<file path="src/rtl/lector_rtc_pkg.sv">
// Shared constants and types for the RTC reader.
//   N_TRANS       transactions per sweep (command write + 11 reads)
//   DIR_TABLA     RTC register addresses, entry 0 feeds datos0
//   CMD_TRANSFER  address of the RTC transfer command register
//   estado_t      bus-cycle state encoding
//   dir_trans()   address used by transaction index t
package rtc_pkg;
  localparam int N_TRANS  = 12;
  localparam int N_REGS   = 11;
  localparam int FASE_DEF = 10;

  localparam logic [7:0] CMD_TRANSFER = 8'hF0;

  // Packed so that DIR_TABLA[0] is 0x21 (seconds) and DIR_TABLA[10] is 0x43.
  localparam logic [N_REGS-1:0][7:0] DIR_TABLA = {
    8'h43, 8'h42, 8'h41,
    8'h28, 8'h27, 8'h26, 8'h25, 8'h24, 8'h23, 8'h22, 8'h21
  };

  typedef enum logic [2:0] {
    IDLE     = 3'd0,
    P_DIR    = 3'd1,
    P_PAUSA1 = 3'd2,
    P_DATO   = 3'd3,
    P_PAUSA2 = 3'd4,
    COMMIT   = 3'd5
  } estado_t;

  // t=0 is the transfer command, t=1..11 walk the register table.
  function automatic logic [7:0] dir_trans(input logic [3:0] t);
    if (t == 4'd0)       return CMD_TRANSFER;
    else if (t <= 4'd11) return DIR_TABLA[t - 4'd1];
    else                 return 8'h00;
  endfunction
endpackage

</file>
<file path="src/rtl/lector_rtc_if.sv">
// RTC bus and display-side handshake bundle.
//   iniciar        sweep request
//   ad_in/ad_out   multiplexed RTC bus, ad_oe = drive enable
//   a_d            0 = address phase, 1 = data phase
//   cs_n/rd_n/wr_n RTC strobes, active low
//   ocupado/listo  sweep in progress / one-cycle commit pulse
//   datos[0..10]   committed BCD bytes
interface lector_rtc_if;
  logic             iniciar;
  logic [7:0]       ad_in;
  logic [7:0]       ad_out;
  logic             ad_oe;
  logic             a_d;
  logic             cs_n;
  logic             rd_n;
  logic             wr_n;
  logic             ocupado;
  logic             listo;
  logic [10:0][7:0] datos;

  modport master (
    input  iniciar, ad_in,
    output ad_out, ad_oe, a_d, cs_n, rd_n, wr_n, ocupado, listo, datos
  );
  modport slave (
    output iniciar, ad_in,
    input  ad_out, ad_oe, a_d, cs_n, rd_n, wr_n, ocupado, listo, datos
  );
endinterface

</file>
<file path="src/rtl/ciclo_bus_rtc.sv">
// One RTC bus transaction: address, pause, data, pause, FASE_CICLOS cycles each.
//   go       start (accepted when idle or on the final pause cycle, so
//            transactions chain back to back with no gap)
//   dir      address for this transaction, escribe = write 0x00 instead of read
//   fin      combinational: this is the last cycle of the transaction
//   dato     byte sampled from ad_in on the last cycle of a read data phase
// All bus outputs are registers loaded with the values of the phase being entered.
module ciclo_bus_rtc import rtc_pkg::*; #(
  parameter int FASE_CICLOS = FASE_DEF
) (
  input  logic       clk,
  input  logic       reset,
  input  logic       go,
  input  logic       escribe,
  input  logic [7:0] dir,
  input  logic [7:0] ad_in,
  output logic [7:0] ad_out,
  output logic       ad_oe,
  output logic       a_d,
  output logic       cs_n,
  output logic       rd_n,
  output logic       wr_n,
  output logic       fin,
  output logic [7:0] dato
);
  estado_t    fase;
  logic [7:0] cnt;
  logic       wr_q;
  logic       ult;

  assign ult = (cnt == 8'(FASE_CICLOS - 1));
  assign fin = (fase == P_PAUSA2) && ult;

  always_ff @(posedge clk or posedge reset) begin
    if (reset) begin
      fase   <= IDLE;
      cnt    <= '0;
      wr_q   <= 1'b0;
      ad_out <= '0;
      ad_oe  <= 1'b0;
      a_d    <= 1'b0;
      cs_n   <= 1'b1;
      rd_n   <= 1'b1;
      wr_n   <= 1'b1;
      dato   <= '0;
    end else if (go && (fase == IDLE || fin)) begin
      fase   <= P_DIR;
      cnt    <= '0;
      wr_q   <= escribe;
      a_d    <= 1'b0;
      cs_n   <= 1'b0;
      wr_n   <= 1'b0;
      rd_n   <= 1'b1;
      ad_oe  <= 1'b1;
      ad_out <= dir;
    end else if (fase != IDLE) begin
      if (!ult) begin
        cnt <= cnt + 8'd1;
      end else begin
        cnt <= '0;
        case (fase)
          P_DIR: begin
            fase  <= P_PAUSA1;
            cs_n  <= 1'b1;
            wr_n  <= 1'b1;
            ad_oe <= 1'b0;
          end
          P_PAUSA1: begin
            fase <= P_DATO;
            a_d  <= 1'b1;
            cs_n <= 1'b0;
            if (wr_q) begin
              wr_n   <= 1'b0;
              ad_oe  <= 1'b1;
              ad_out <= 8'h00;
            end else begin
              rd_n <= 1'b0;
            end
          end
          P_DATO: begin
            fase  <= P_PAUSA2;
            cs_n  <= 1'b1;
            rd_n  <= 1'b1;
            wr_n  <= 1'b1;
            ad_oe <= 1'b0;
            if (!wr_q) dato <= ad_in;
          end
          default: fase <= IDLE;  // end of P_PAUSA2 with nothing chained
        endcase
      end
    end
  end
endmodule

</file>
<file path="src/rtl/lector_rtc.sv">
// RTC reader: sweeps command + 11 register reads and commits the bytes atomically.
//   clk, reset  clock and asynchronous active-high reset
//   bus         lector_rtc_if.master (request, RTC bus, results)
// Idle means neither sweeping nor in the commit cycle, so a request arriving
// during the listo cycle is dropped rather than queued.
module lector_rtc import rtc_pkg::*; #(
  parameter int FASE_CICLOS = FASE_DEF
) (
  input logic          clk,
  input logic          reset,
  lector_rtc_if.master bus
);
  logic [3:0]              t;
  logic [3:0]              t_sig;
  logic [N_REGS-1:0][7:0]  staging;
  logic [N_REGS-1:0][7:0]  datos;
  logic [N_REGS-1:0][7:0]  cargado;
  logic                    arranca, sigue, go, fin;
  logic [7:0]              dato;
  logic                    ocupado, listo;

  assign arranca = !ocupado && !listo && bus.iniciar;
  assign sigue   = fin && (t < 4'(N_TRANS - 1));
  assign go      = arranca || sigue;
  assign t_sig   = arranca ? 4'd0 : t + 4'd1;

  // The last byte arrives on the same edge as the commit, so it bypasses staging.
  always_comb begin
    cargado         = staging;
    cargado[N_REGS-1] = dato;
  end

  ciclo_bus_rtc #(.FASE_CICLOS(FASE_CICLOS)) u_ciclo (
    .clk     (clk),
    .reset   (reset),
    .go      (go),
    .escribe (t_sig == 4'd0),
    .dir     (dir_trans(t_sig)),
    .ad_in   (bus.ad_in),
    .ad_out  (bus.ad_out),
    .ad_oe   (bus.ad_oe),
    .a_d     (bus.a_d),
    .cs_n    (bus.cs_n),
    .rd_n    (bus.rd_n),
    .wr_n    (bus.wr_n),
    .fin     (fin),
    .dato    (dato)
  );

  always_ff @(posedge clk or posedge reset) begin
    if (reset) begin
      t       <= '0;
      ocupado <= 1'b0;
      listo   <= 1'b0;
      staging <= '0;
      datos   <= '0;
    end else begin
      listo <= 1'b0;
      if (arranca) begin
        ocupado <= 1'b1;
        t       <= '0;
      end else if (fin) begin
        if (t != 4'd0) staging[t - 4'd1] <= dato;
        if (t < 4'(N_TRANS - 1)) begin
          t <= t + 4'd1;
        end else begin
          t       <= '0;
          ocupado <= 1'b0;
          listo   <= 1'b1;
          datos   <= cargado;
        end
      end
    end
  end

  assign bus.ocupado = ocupado;
  assign bus.listo   = listo;
  assign bus.datos   = datos;
endmodule

</file>
<file path="src/flat_wrapper.sv">
// flat-port wrapper written by rule: the top's interface ports become plain ports
module lector_rtc_flat import rtc_pkg::*;
#(
  parameter int FASE_CICLOS = FASE_DEF
)
  (clk, reset, bus_iniciar, bus_ad_in, bus_ad_out, bus_ad_oe, bus_a_d, bus_cs_n, bus_rd_n, bus_wr_n, bus_ocupado, bus_listo, bus_datos);
  lector_rtc_if bus_i ();
  input logic clk;
  input logic reset;
  input wire logic [$bits(bus_i.iniciar)-1:0] bus_iniciar;
  input wire logic [$bits(bus_i.ad_in)-1:0] bus_ad_in;
  output wire logic [$bits(bus_i.ad_out)-1:0] bus_ad_out;
  output wire logic [$bits(bus_i.ad_oe)-1:0] bus_ad_oe;
  output wire logic [$bits(bus_i.a_d)-1:0] bus_a_d;
  output wire logic [$bits(bus_i.cs_n)-1:0] bus_cs_n;
  output wire logic [$bits(bus_i.rd_n)-1:0] bus_rd_n;
  output wire logic [$bits(bus_i.wr_n)-1:0] bus_wr_n;
  output wire logic [$bits(bus_i.ocupado)-1:0] bus_ocupado;
  output wire logic [$bits(bus_i.listo)-1:0] bus_listo;
  output wire logic [$bits(bus_i.datos)-1:0] bus_datos;
  assign bus_i.iniciar = bus_iniciar;
  assign bus_i.ad_in = bus_ad_in;
  assign bus_ad_out = bus_i.ad_out;
  assign bus_ad_oe = bus_i.ad_oe;
  assign bus_a_d = bus_i.a_d;
  assign bus_cs_n = bus_i.cs_n;
  assign bus_rd_n = bus_i.rd_n;
  assign bus_wr_n = bus_i.wr_n;
  assign bus_ocupado = bus_i.ocupado;
  assign bus_listo = bus_i.listo;
  assign bus_datos = bus_i.datos;
  lector_rtc #(.FASE_CICLOS(FASE_CICLOS)) u_core (.clk(clk), .reset(reset), .bus(bus_i));
endmodule
</file>
<file path="config.mk">
export PLATFORM = sky130hd
export DESIGN_NAME = lector_rtc_flat
export DESIGN_NICKNAME = d
export VERILOG_FILES = /design/src/rtl/lector_rtc_pkg.sv /design/src/rtl/lector_rtc_if.sv /design/src/rtl/ciclo_bus_rtc.sv /design/src/rtl/lector_rtc.sv /design/src/flat_wrapper.sv
export SDC_FILE = /design/constraint.sdc
export NUM_CORES = 1
export LEC_CHECK = 0
export ABC_CLOCK_PERIOD_IN_PS = 8760
export BUFFER_PORTS_ARGS = -buffer_cell sky130_fd_sc_hd__clkbuf_2
export CORE_MARGIN = 5
export CORE_UTILIZATION = 50
export DETAILED_ROUTE_END_ITERATION = 10
export GPL_TIMING_DRIVEN = 0
export PLACE_DENSITY = 0.71
export SYNTH_ARGS = -nofsm -noshare
export SYNTH_HDL_FRONTEND = slang
export SYNTH_SLANG_ARGS = --single-unit
</file>
<file path="constraint.sdc">
create_clock -name clk -period 8.76 [get_ports clk]
set_input_delay 1.752 -clock clk [delete_from_list [all_inputs] [get_ports clk]]
set_output_delay 1.752 -clock clk [all_outputs]
set_load 0.01 [all_outputs]
</file>
==> metrics.txt <==
Layout Nets 743; CTS tree done; setup TNS 0 ns; max_cap viols 0; Root Buffer clkbuf_16; top post-synthesis cells by area dfrtp_1 (60%), mux2_2 (21%), mux2_4 (1.4%), ha_1 (1.3%), mux2_1 (1.3%); DRC violations left 0; CTS sink count 206; GRT Resource Usage Total 18.79%; crit-path cells clkbuf_2 > nor3b_2 > nor3_2 > buf_2 > buf_4 > mux2_2; Die ar. 19,550 um^2; RSZ-0062 raised after global routing false; setup bufs post-CTS 0; fmax 299.8 MHz; Post-Layout Inst Area 10,040 um^2; area delta synth->final 19.15%; WP data arrival 3.71 ns; layout cells sized above 1 47.50%; WS Path Type input pin to flip-flop; Slew @ Worst Pin 0.8249 ns; placed cell areas 9304 um^2; register area share after synthesis 61.21%; Clock Path Buffers 3; cell count after placement 919; Starting Density 50.82%; post-synth top area share 60.27%; vias in the first global route 5,585; post-synth top area cell dfrtp_1; Synth Area per Inst 14.41 um^2; hold path depth 1; ANT cells 0; Worst Path Max Fanout 10; power consumption 1.972 mW; min Tclk post-route 3.336 ns; Top FF cell, synth dfrtp_1; post-synth cell types 53; most common cell after layout, fill and taps aside dfrtp_1; post-synth net total 605; antenna violation net count after detailed routing 0; final std cells w/o fill 959; count of final hold-check violations 0; Die Y 139.8 um; Max IR drop VDD 0.1828 mV; Leak 5.204 nW; slowest cell on the critical path nor3_2; pin count of the biggest net entering global routing 122; Req. time, crit path 9.14 ns; vias 5,142; Async S/R FF share, synth 100.0%; post-cts sizing count 0; CP endpoint kind flip-flop; final wirelength 18,000 um; Yosys warnings 0; wire per inst 18.77 um; Slew Viols, Final 0; CTS clk-pin slew, worst paths 0.06 ns; cell count after synthesis 585; Ports 114; setup violators final 0; HPWL after detailed placement 12,240 um; H-tree level count 1; reg2reg path depth 7; HP Class flip-flop to flip-flop; most frequent cells in the layout dfrtp_1 (203), mux2_2 (158), clkbuf_2 (113); die width 139.8 um; CP Launch Type input pin; Crit. path cell count 6; max_slew headroom 45.00%; Rows 47; port buffer count 113; gpl congestion 0.9426; Largest delay share family, worst path simple AND/OR/NAND/NOR gates; first-pass GRT wire length 29,780 um; GR Overflow Total 0; Worst Path Buf+Inv 3; Hold Slack 0.4896 ns; total core area 16,580 um^2; router iterations before antenna repair 4; number of synthesized flops with an enable pin 0; Clock Skew 0.01335 ns; initial antenna violation count 0; Yosys reg bits 206; synthesized area 8428 um^2; DRT iter0 DRCs 327; slowest cell delay on critical path 0.65 ns; hold-fix buffer count after cts 0; fin crit share 38.08%; Vias/cell 5.362; Clock Latency Late Sink 0.50 ns; status finished, final reports clean; Pwr per Cell Area 196.3 nW/um^2; clock buffer count from CTS 22
-- path summary, 6_finish.rpt --
path | from | slack (ns) | endpoint
max in group asynchronous | reset | 6.49 | u_core.cargado[18]
setup / recovery | bus_iniciar | 5.42 | u_core.bus.datos[11]
min in group asynchronous | reset | 1.32 | u_core.bus.datos[70]
hold reg to reg | u_core.cargado[36] | 0.49 | u_core.cargado[36]
hold / removal | u_core.cargado[36] | 0.49 | u_core.cargado[36]
setup reg to reg | u_core.t[0] | 5.57 | u_core.bus.datos[11]
-- Yosys cell counts (all sizes together), types with 3 or more instances --
| cell | instances |
|---|---|
| nor3 | 9 |
| a21o | 3 |
| nor2b | 3 |
| nand3 | 12 |
| ha | 9 |
| o21ai | 15 |
| dfstp | 3 |
| xnor2 | 6 |
| nand4 | 3 |
| xor2 | 5 |
| mux2 | 176 |
| clkbuf | 21 |
| nor3b | 4 |
| a21oi | 10 |
| inv | 10 |
| buf | 11 |
| nor2 | 18 |
| or3 | 3 |
| and3 | 3 |
| dfrtp | 203 |
| nand2 | 28 |
-- state kept, by name, summed over array words and instances (netlist names), 3 cells and up --
register               cells
u_core.bus.datos          88
u_core.u_ciclo.fase        3
u_core.u_ciclo.cnt         8
u_core.t                   4
u_core.cargado            80
u_core.u_ciclo.ad_out      7
u_core.u_ciclo.dato        8
-- worst reg2reg max path, cell delays in order, from the launching register on --
cell and delay, ns:
dfrtp_1 0.54, ha_1 0.22, clkbuf_1 0.32, o21ai_0 0.34
nor3_2 0.66, buf_2 0.39, buf_4 0.25, mux2_2 0.36
-- routing by layer --
layer	GRT usage, %	part of all wire, %
met3	4.357	5.7
met2	31.40	48
met5	0	0
met1	24.86	43
met4	5.099	2.5
-- per-stage QoR --
stage	setup slack [ns]	utilization, %
after CTS	5.358	60.56
after floorplan	1.389	-
after global routing	5.257	60.56
after global placement	-0.3784	55.89
after detailed placement	4.863	56.10
final	5.424	60.56
-- layout make-up --
type	instances	area, um^2
Buffer	32	141.4
Clock buffer	27	590.6
Clock inverter	13	147.6
Fill cell	1297	6541
Inverter	10	45.04
Multi-Input combinational cell	337	3090
Sequential cell	206	5159
Tap cell	220	275.3
Timing Repair Buffer	114	593.1
-- kinds of logic after synthesis --
logic type               Yosys count  synth area share (%)
flip-flops                       206                 61.21
multiplexers                     176                 23.87
AND/OR/NAND/NOR                   95                 6.933
AO/OA/AOI/OAI                     46                 3.385
buffers and inverters             42                 2.123
XOR/XNOR                          11                 1.143
adder cells (fa/ha/maj)            9                 1.336
-- power by group --
group          internal [mW]  switching (mW)
Clock                  0.569           0.364
Combinational         0.0210          0.0554
Sequential             0.957         0.00561
(Power assumes the default switching activity.)
